## src/rtl/fetch_pc_unit.sv

```systemverilog
// fetch_pc_unit
// Instruction-fetch stage ahead of the single-cycle datapath. Holds the PC,
// fetches one 32-bit word per req/ack transaction, and presents it with
// PC+4 over a valid/ready handshake. The next PC is resolved from the
// branch/zero/jump feedback sampled when the datapath consumes the word.
//
// Ports:
//   clk, reset_n        clock, asynchronous active-low reset
//   imem_req/addr       fetch request and byte address (always pc)
//   imem_ack/rdata      memory response, only honoured while fetching
//   instr/pc_plus4      registered instruction and its PC+4
//   instr_valid/ready   handshake to the datapath
//   branch/zero/jump    control feedback for the consumed instruction
//   imm16/target26      branch word offset / jump target field
//   retired_count       instructions consumed since reset (wraps)
//
// state | meaning
// ------+------------------------------------------------------------
// WAIT  | out of reset, no request yet; any imem_ack is ignored
// FETCH | imem_req high at pc, waiting for imem_ack
// HOLD  | instr valid, waiting for instr_ready to retire it
module fetch_pc_unit #(
    parameter int               WIDTH    = 32,  // only 32 is supported
    parameter logic [WIDTH-1:0] RESET_PC = '0
) (
    input  logic             clk,
    input  logic             reset_n,
    output logic             imem_req,
    output logic [WIDTH-1:0] imem_addr,
    input  logic             imem_ack,
    input  logic [WIDTH-1:0] imem_rdata,
    output logic [WIDTH-1:0] instr,
    output logic [WIDTH-1:0] pc_plus4,
    output logic             instr_valid,
    input  logic             instr_ready,
    input  logic             branch,
    input  logic             zero,
    input  logic             jump,
    input  logic [15:0]      imm16,
    input  logic [25:0]      target26,
    output logic [WIDTH-1:0] retired_count
);

    typedef enum logic [1:0] {
        ST_WAIT  = 2'd0,
        ST_FETCH = 2'd1,
        ST_HOLD  = 2'd2
    } state_t;

    state_t           state_q, state_d;
    logic [WIDTH-1:0] pc_q, pc_d;
    logic [WIDTH-1:0] instr_q, instr_d;
    logic             valid_q, valid_d;
    logic             req_q, req_d;
    logic [WIDTH-1:0] count_q, count_d;

    logic [WIDTH-1:0] p4;
    logic [WIDTH-1:0] br_offset;
    logic [WIDTH-1:0] pc_next;

    assign p4        = pc_q + WIDTH'(4);
    // Word offset sign-extended and scaled to bytes.
    assign br_offset = {{(WIDTH-18){imm16[15]}}, imm16, 2'b00};

    always_comb begin
        if (jump) begin
            // Jump keeps the 256 MB region of the sequential PC.
            pc_next = {p4[WIDTH-1:WIDTH-4], target26, 2'b00};
        end else if (branch && zero) begin
            pc_next = p4 + br_offset;
        end else begin
            pc_next = p4;
        end
    end

    always_comb begin
        state_d = state_q;
        pc_d    = pc_q;
        instr_d = instr_q;
        valid_d = valid_q;
        count_d = count_q;
        case (state_q)
            ST_WAIT: begin
                state_d = ST_FETCH;
            end
            ST_FETCH: begin
                if (imem_ack) begin
                    instr_d = imem_rdata;
                    valid_d = 1'b1;
                    state_d = ST_HOLD;
                end
            end
            ST_HOLD: begin
                if (instr_ready) begin
                    valid_d = 1'b0;
                    count_d = count_q + WIDTH'(1);
                    pc_d    = pc_next;
                    state_d = ST_FETCH;
                end
            end
            default: begin
                state_d = ST_WAIT;
                valid_d = 1'b0;
            end
        endcase
        // Request is registered from the next state so it is already high
        // in the first FETCH cycle; a same-cycle ack is therefore legal.
        req_d = (state_d == ST_FETCH);
    end

    always_ff @(posedge clk or negedge reset_n) begin
        if (!reset_n) begin
            state_q <= ST_WAIT;
            pc_q    <= RESET_PC;
            instr_q <= '0;
            valid_q <= 1'b0;
            req_q   <= 1'b0;
            count_q <= '0;
        end else begin
            state_q <= state_d;
            pc_q    <= pc_d;
            instr_q <= instr_d;
            valid_q <= valid_d;
            req_q   <= req_d;
            count_q <= count_d;
        end
    end

    assign imem_req      = req_q;
    assign imem_addr     = pc_q;
    assign instr         = instr_q;
    assign pc_plus4      = p4;
    assign instr_valid   = valid_q;
    assign retired_count = count_q;

endmodule

```

## config.mk

```make
export PLATFORM = sky130hd
export DESIGN_NAME = fetch_pc_unit
export DESIGN_NICKNAME = d
export VERILOG_FILES = /design/src/rtl/fetch_pc_unit.sv
export SDC_FILE = /design/constraint.sdc
export NUM_CORES = 1
export LEC_CHECK = 0
export ABC_AREA = 1
export CORE_MARGIN = 4
export CORE_UTILIZATION = 50
export CTS_CLUSTER_DIAMETER = 30
export DETAILED_ROUTE_END_ITERATION = 7
export PLACE_DENSITY = 0.84
export SYNTH_ARGS = -nofsm -noshare
export SYNTH_HDL_FRONTEND = slang
export SYNTH_SLANG_ARGS = --single-unit
```

## constraint.sdc

```tcl
create_clock -name clk -period 2.9 [get_ports clk]
set_clock_uncertainty 0.1 [all_clocks]
set_input_delay 0.29 -clock clk [delete_from_list [all_inputs] [get_ports clk]]
set_output_delay 0.29 -clock clk [all_outputs]
set_load 0.05 [all_outputs]
```

==> qor.yml <==
synthesis:
  synth_top_area_cell: "sky130_fd_sc_hd__dfrtp_1"
  netlist_top_cells_area: "sky130_fd_sc_hd__dfrtp_1, sky130_fd_sc_hd__nand2_1, sky130_fd_sc_hd__inv_1"
  postSynthRegisterBits: 98
  synth-warning-count: 0
  summed_instance_area_of_the_synthesized_netlist_um2: 7730
  area_share_of_the_largest_cell_type_after_synthesis: 0.317
  synth-seq-area-share: 0.317
  synth_area_per_cell_um2: 6.80
  syn-instance-count: 1136
  synth-edff-count: 0
  top_reg_cell_synth: "sky130_fd_sc_hd__dfrtp_1"
  synth-async-reset-ratio: 1.00
  yosysUniqueCellTypes: 41
die:
  die-area_um2: 17500
  floorplan.core_area_um2: 15100
  start_util: 0.510
  die_w_um: 132
  row_cnt: 45
  io_pins: 211
  die_h_um: 132
timing:
  rsz_0062_raised_after_global_routing: "true"
  worst_hold_slack_ns: 0.376
  finalWorstSetupSlack_ns: -0.0536
  tightest_slew_ns: 0.697
  fmaxAchievable_mhz: 339
  slew_viol_final: 0
  period_minus_slack_ns: 2.95
  number_of_hold_violations_in_the_final_report: 0
  setup_viol: 1
  max_slew_margin: 0.535
  timing.final.crit_share: 1.02
setup_path:
  worstPathRequired_ns: 3.09
  startpoint_class_of_the_critical_path: "register"
  critPathKind: "reg -> reg"
  cp_data_arrival_time_ns: 3.15
  critical_path.endpoint_type: "register"
  worstRegToRegCells: 21
  peak_fanout_along_the_critical_path: 4
  setup.reg_to_reg.worst_slack_ns: -0.05
pwr:
  cell_pwr_density_nw_per_um2: 1100
  peakVddDrop_mv: 0.876
  sequential_cell_fraction_of_total_power: 0.169
  power.clock.fraction: 0.097
  post-layout-total-power_mw: 13.9
  switching_power_mw: 7.40
  sw_frac_of_total: 0.531
  p_leak_nw: 6.10
  logic_gate_share_of_total_power: 0.733
  internal_power_mw: 6.54
drt:
  drt_iter0_drc: 733
  vias_per_cell: 5.51
  post-route-drc-count: 0
  dr.pass1.iters: 5
  ant_nets: 0
  vias: 9071
  detail_route.wl_per_cell_um: 19.0
  routed_wirelength_mm: 31.3
clocking:
  cts_inserted_buffers: 9
  h-tree-depth: 3
  worstSkewPairLatency_ns: 0.35
  numClockSinks: 98
  cts_root_cell: "sky130_fd_sc_hd__clkbuf_16"
  cts.clk_slew.worst_paths_ns: 0.08
  cts_buffer_depth: 2
  clock_tree_from_tritoncts: "built"
placed_design:
  gpl.final_weighted_congestion: 0.972
  place.port_buffers: 206
  dpl.hpwl_mm: 23.0
worst_hold_path:
  hold-path-cell-count: 1
  min_path_type: "reg -> reg"
global_routing:
  grt_usage: 0.329
  grt_remaining_overflow: 0
  antenna_found_initial: 0
  maximum_number_of_pins_on_one_net_before_global_route_repair: 51
  first_global_vias: 8847
  grt_first_pass_wirelength_mm: 45.9
job:
  max_cap_violations: 0
finish:
  layout_net_count: 1572
  layout_area_overhead_pct: 64.0
  layout-drive-gt1-share: 0.337
  layout.cells.most_common: "sky130_fd_sc_hd__nand2_1"
  final_cell_mix: "sky130_fd_sc_hd__nand2_1, sky130_fd_sc_hd__clkdlybuf4s50_1, sky130_fd_sc_hd__inv_1"
  num_antenna_cells: 0
status:
  violations: "negative setup slack"
  status: "complete, but fails checks"
==> critical path: stages, from the launching register on <==
cell                      delay (ns)
sky130_fd_sc_hd__dfrtp_2        0.41
sky130_fd_sc_hd__buf_6          0.12
sky130_fd_sc_hd__nand3_4        0.13
sky130_fd_sc_hd__inv_4          0.12
sky130_fd_sc_hd__nand2_4        0.06
sky130_fd_sc_hd__nor2_4         0.20
sky130_fd_sc_hd__nand2_4        0.10
sky130_fd_sc_hd__xnor2_4        0.30
sky130_fd_sc_hd__ha_4           0.27
sky130_fd_sc_hd__nand2_4        0.10
sky130_fd_sc_hd__inv_1          0.05
sky130_fd_sc_hd__nand2_1        0.06
sky130_fd_sc_hd__nand2_1        0.07
sky130_fd_sc_hd__inv_1          0.06
sky130_fd_sc_hd__nand2_1        0.12
sky130_fd_sc_hd__a21oi_2        0.20
sky130_fd_sc_hd__nand2_1        0.07
sky130_fd_sc_hd__nand2_1        0.08
sky130_fd_sc_hd__nand3_2        0.08
sky130_fd_sc_hd__nand2_1        0.06
sky130_fd_sc_hd__nand2_1        0.07
sky130_fd_sc_hd__nand2_1        0.07
==> power by group through the flow <==
stage                     Sequential, mW  Clock, mW  Combinational, mW
final                               2.36       1.36               10.2
after global routing                2.41       1.42               10.8
after CTS                           2.30       1.36               9.00
after detailed placement            2.31          0               8.81
after global placement              2.28          0               8.70
after floorplan                     3.92          0               3.97
==> Yosys cell counts (all sizes together) (16+ instances only) <==
| cell type | number |
|---|---|
| mux2 | 32 |
| nand3 | 87 |
| nand2 | 374 |
| ha | 37 |
| xor2 | 34 |
| xnor2 | 18 |
| nor2 | 124 |
| clkbuf | 16 |
| inv | 166 |
| a21oi | 35 |
| nand4 | 16 |
| dfrtp | 98 |
| o21ai | 31 |
==> cell families (layout without fill, tap and decap cells) <==
family / after synthesis / in the layout / share of synthesized area
buf+inv: 190 / 509 / 0.0947
mux: 32 / 32 / 0.0466
compound gates: 87 / 87 / 0.0623
other cells: 1 / 4 / 0.000485
simple gates: 638 / 638 / 0.357
fa+ha+maj: 38 / 38 / 0.0625
flops: 98 / 98 / 0.317
xor+xnor: 52 / 52 / 0.0589
==> path summary, 6_finish.rpt <==
path / startpoint / to
min in group asynchronous: reset_n / imem_addr[31]$_DFFE_PN0P_
worst max register to register: imem_addr[2]$_DFFE_PN0P_ / imem_addr[27]$_DFFE_PN0P_
worst min register to register: retired_count[31]$_DFFE_PN0P_ / retired_count[31]$_DFFE_PN0P_
worst min-delay path: retired_count[31]$_DFFE_PN0P_ / retired_count[31]$_DFFE_PN0P_
max in group asynchronous: reset_n / imem_addr[12]$_DFFE_PN0P_
worst max-delay path: imem_addr[2]$_DFFE_PN0P_ / imem_addr[27]$_DFFE_PN0P_
==> layer usage <==
metal  GRT usage  wire, µm
met2       0.569     15400
met5           0         0
met3      0.0706      2670
met4       0.131      1510
met1       0.400     11700
==> state kept, by name (all words and copies together), names as in the netlist <==
register and cells:
instr_valid 1, state_q 2, imem_req 1, imem_addr 30, retired_count 32, instr 32
==> what timing repair did <==
action	4_1_cts	5_1_grt
pin swaps	6	80
endpoints found under the setup margin	21	28
hold buffers	1	0
gates resized for setup	36	216
setup buffers	2	21
hold endpoints to repair	49	0
==> metrics by stage <==
stage	util	setup TNS (ns)	setup slack (ns)	cells	instance area (µm²)
after global placement	0.738	-1.45	-0.203	1606	11200
after floorplan	-	-0.842	-0.107	1139	8240
final	0.837	-0.0536	-0.0536	1646	12700
after global routing	0.837	-1.62	-0.126	1646	12700
after detailed placement	0.738	-2.38	-0.246	1606	11200
after CTS	0.771	-0.0725	-0.0226	1625	11700
==> area by class of cell <==
class / instances / area [µm²]
inverter: 167 / 649
timing repair buffer: 326 / 3010
tap: 188 / 235
fill: 879 / 2470
sequential: 98 / 2490
clock buffer: 10 / 239
multi-input combinational: 851 / 5950
clock inverter: 6 / 96.3
Note: power is estimated with default switching activity, not from simulation.
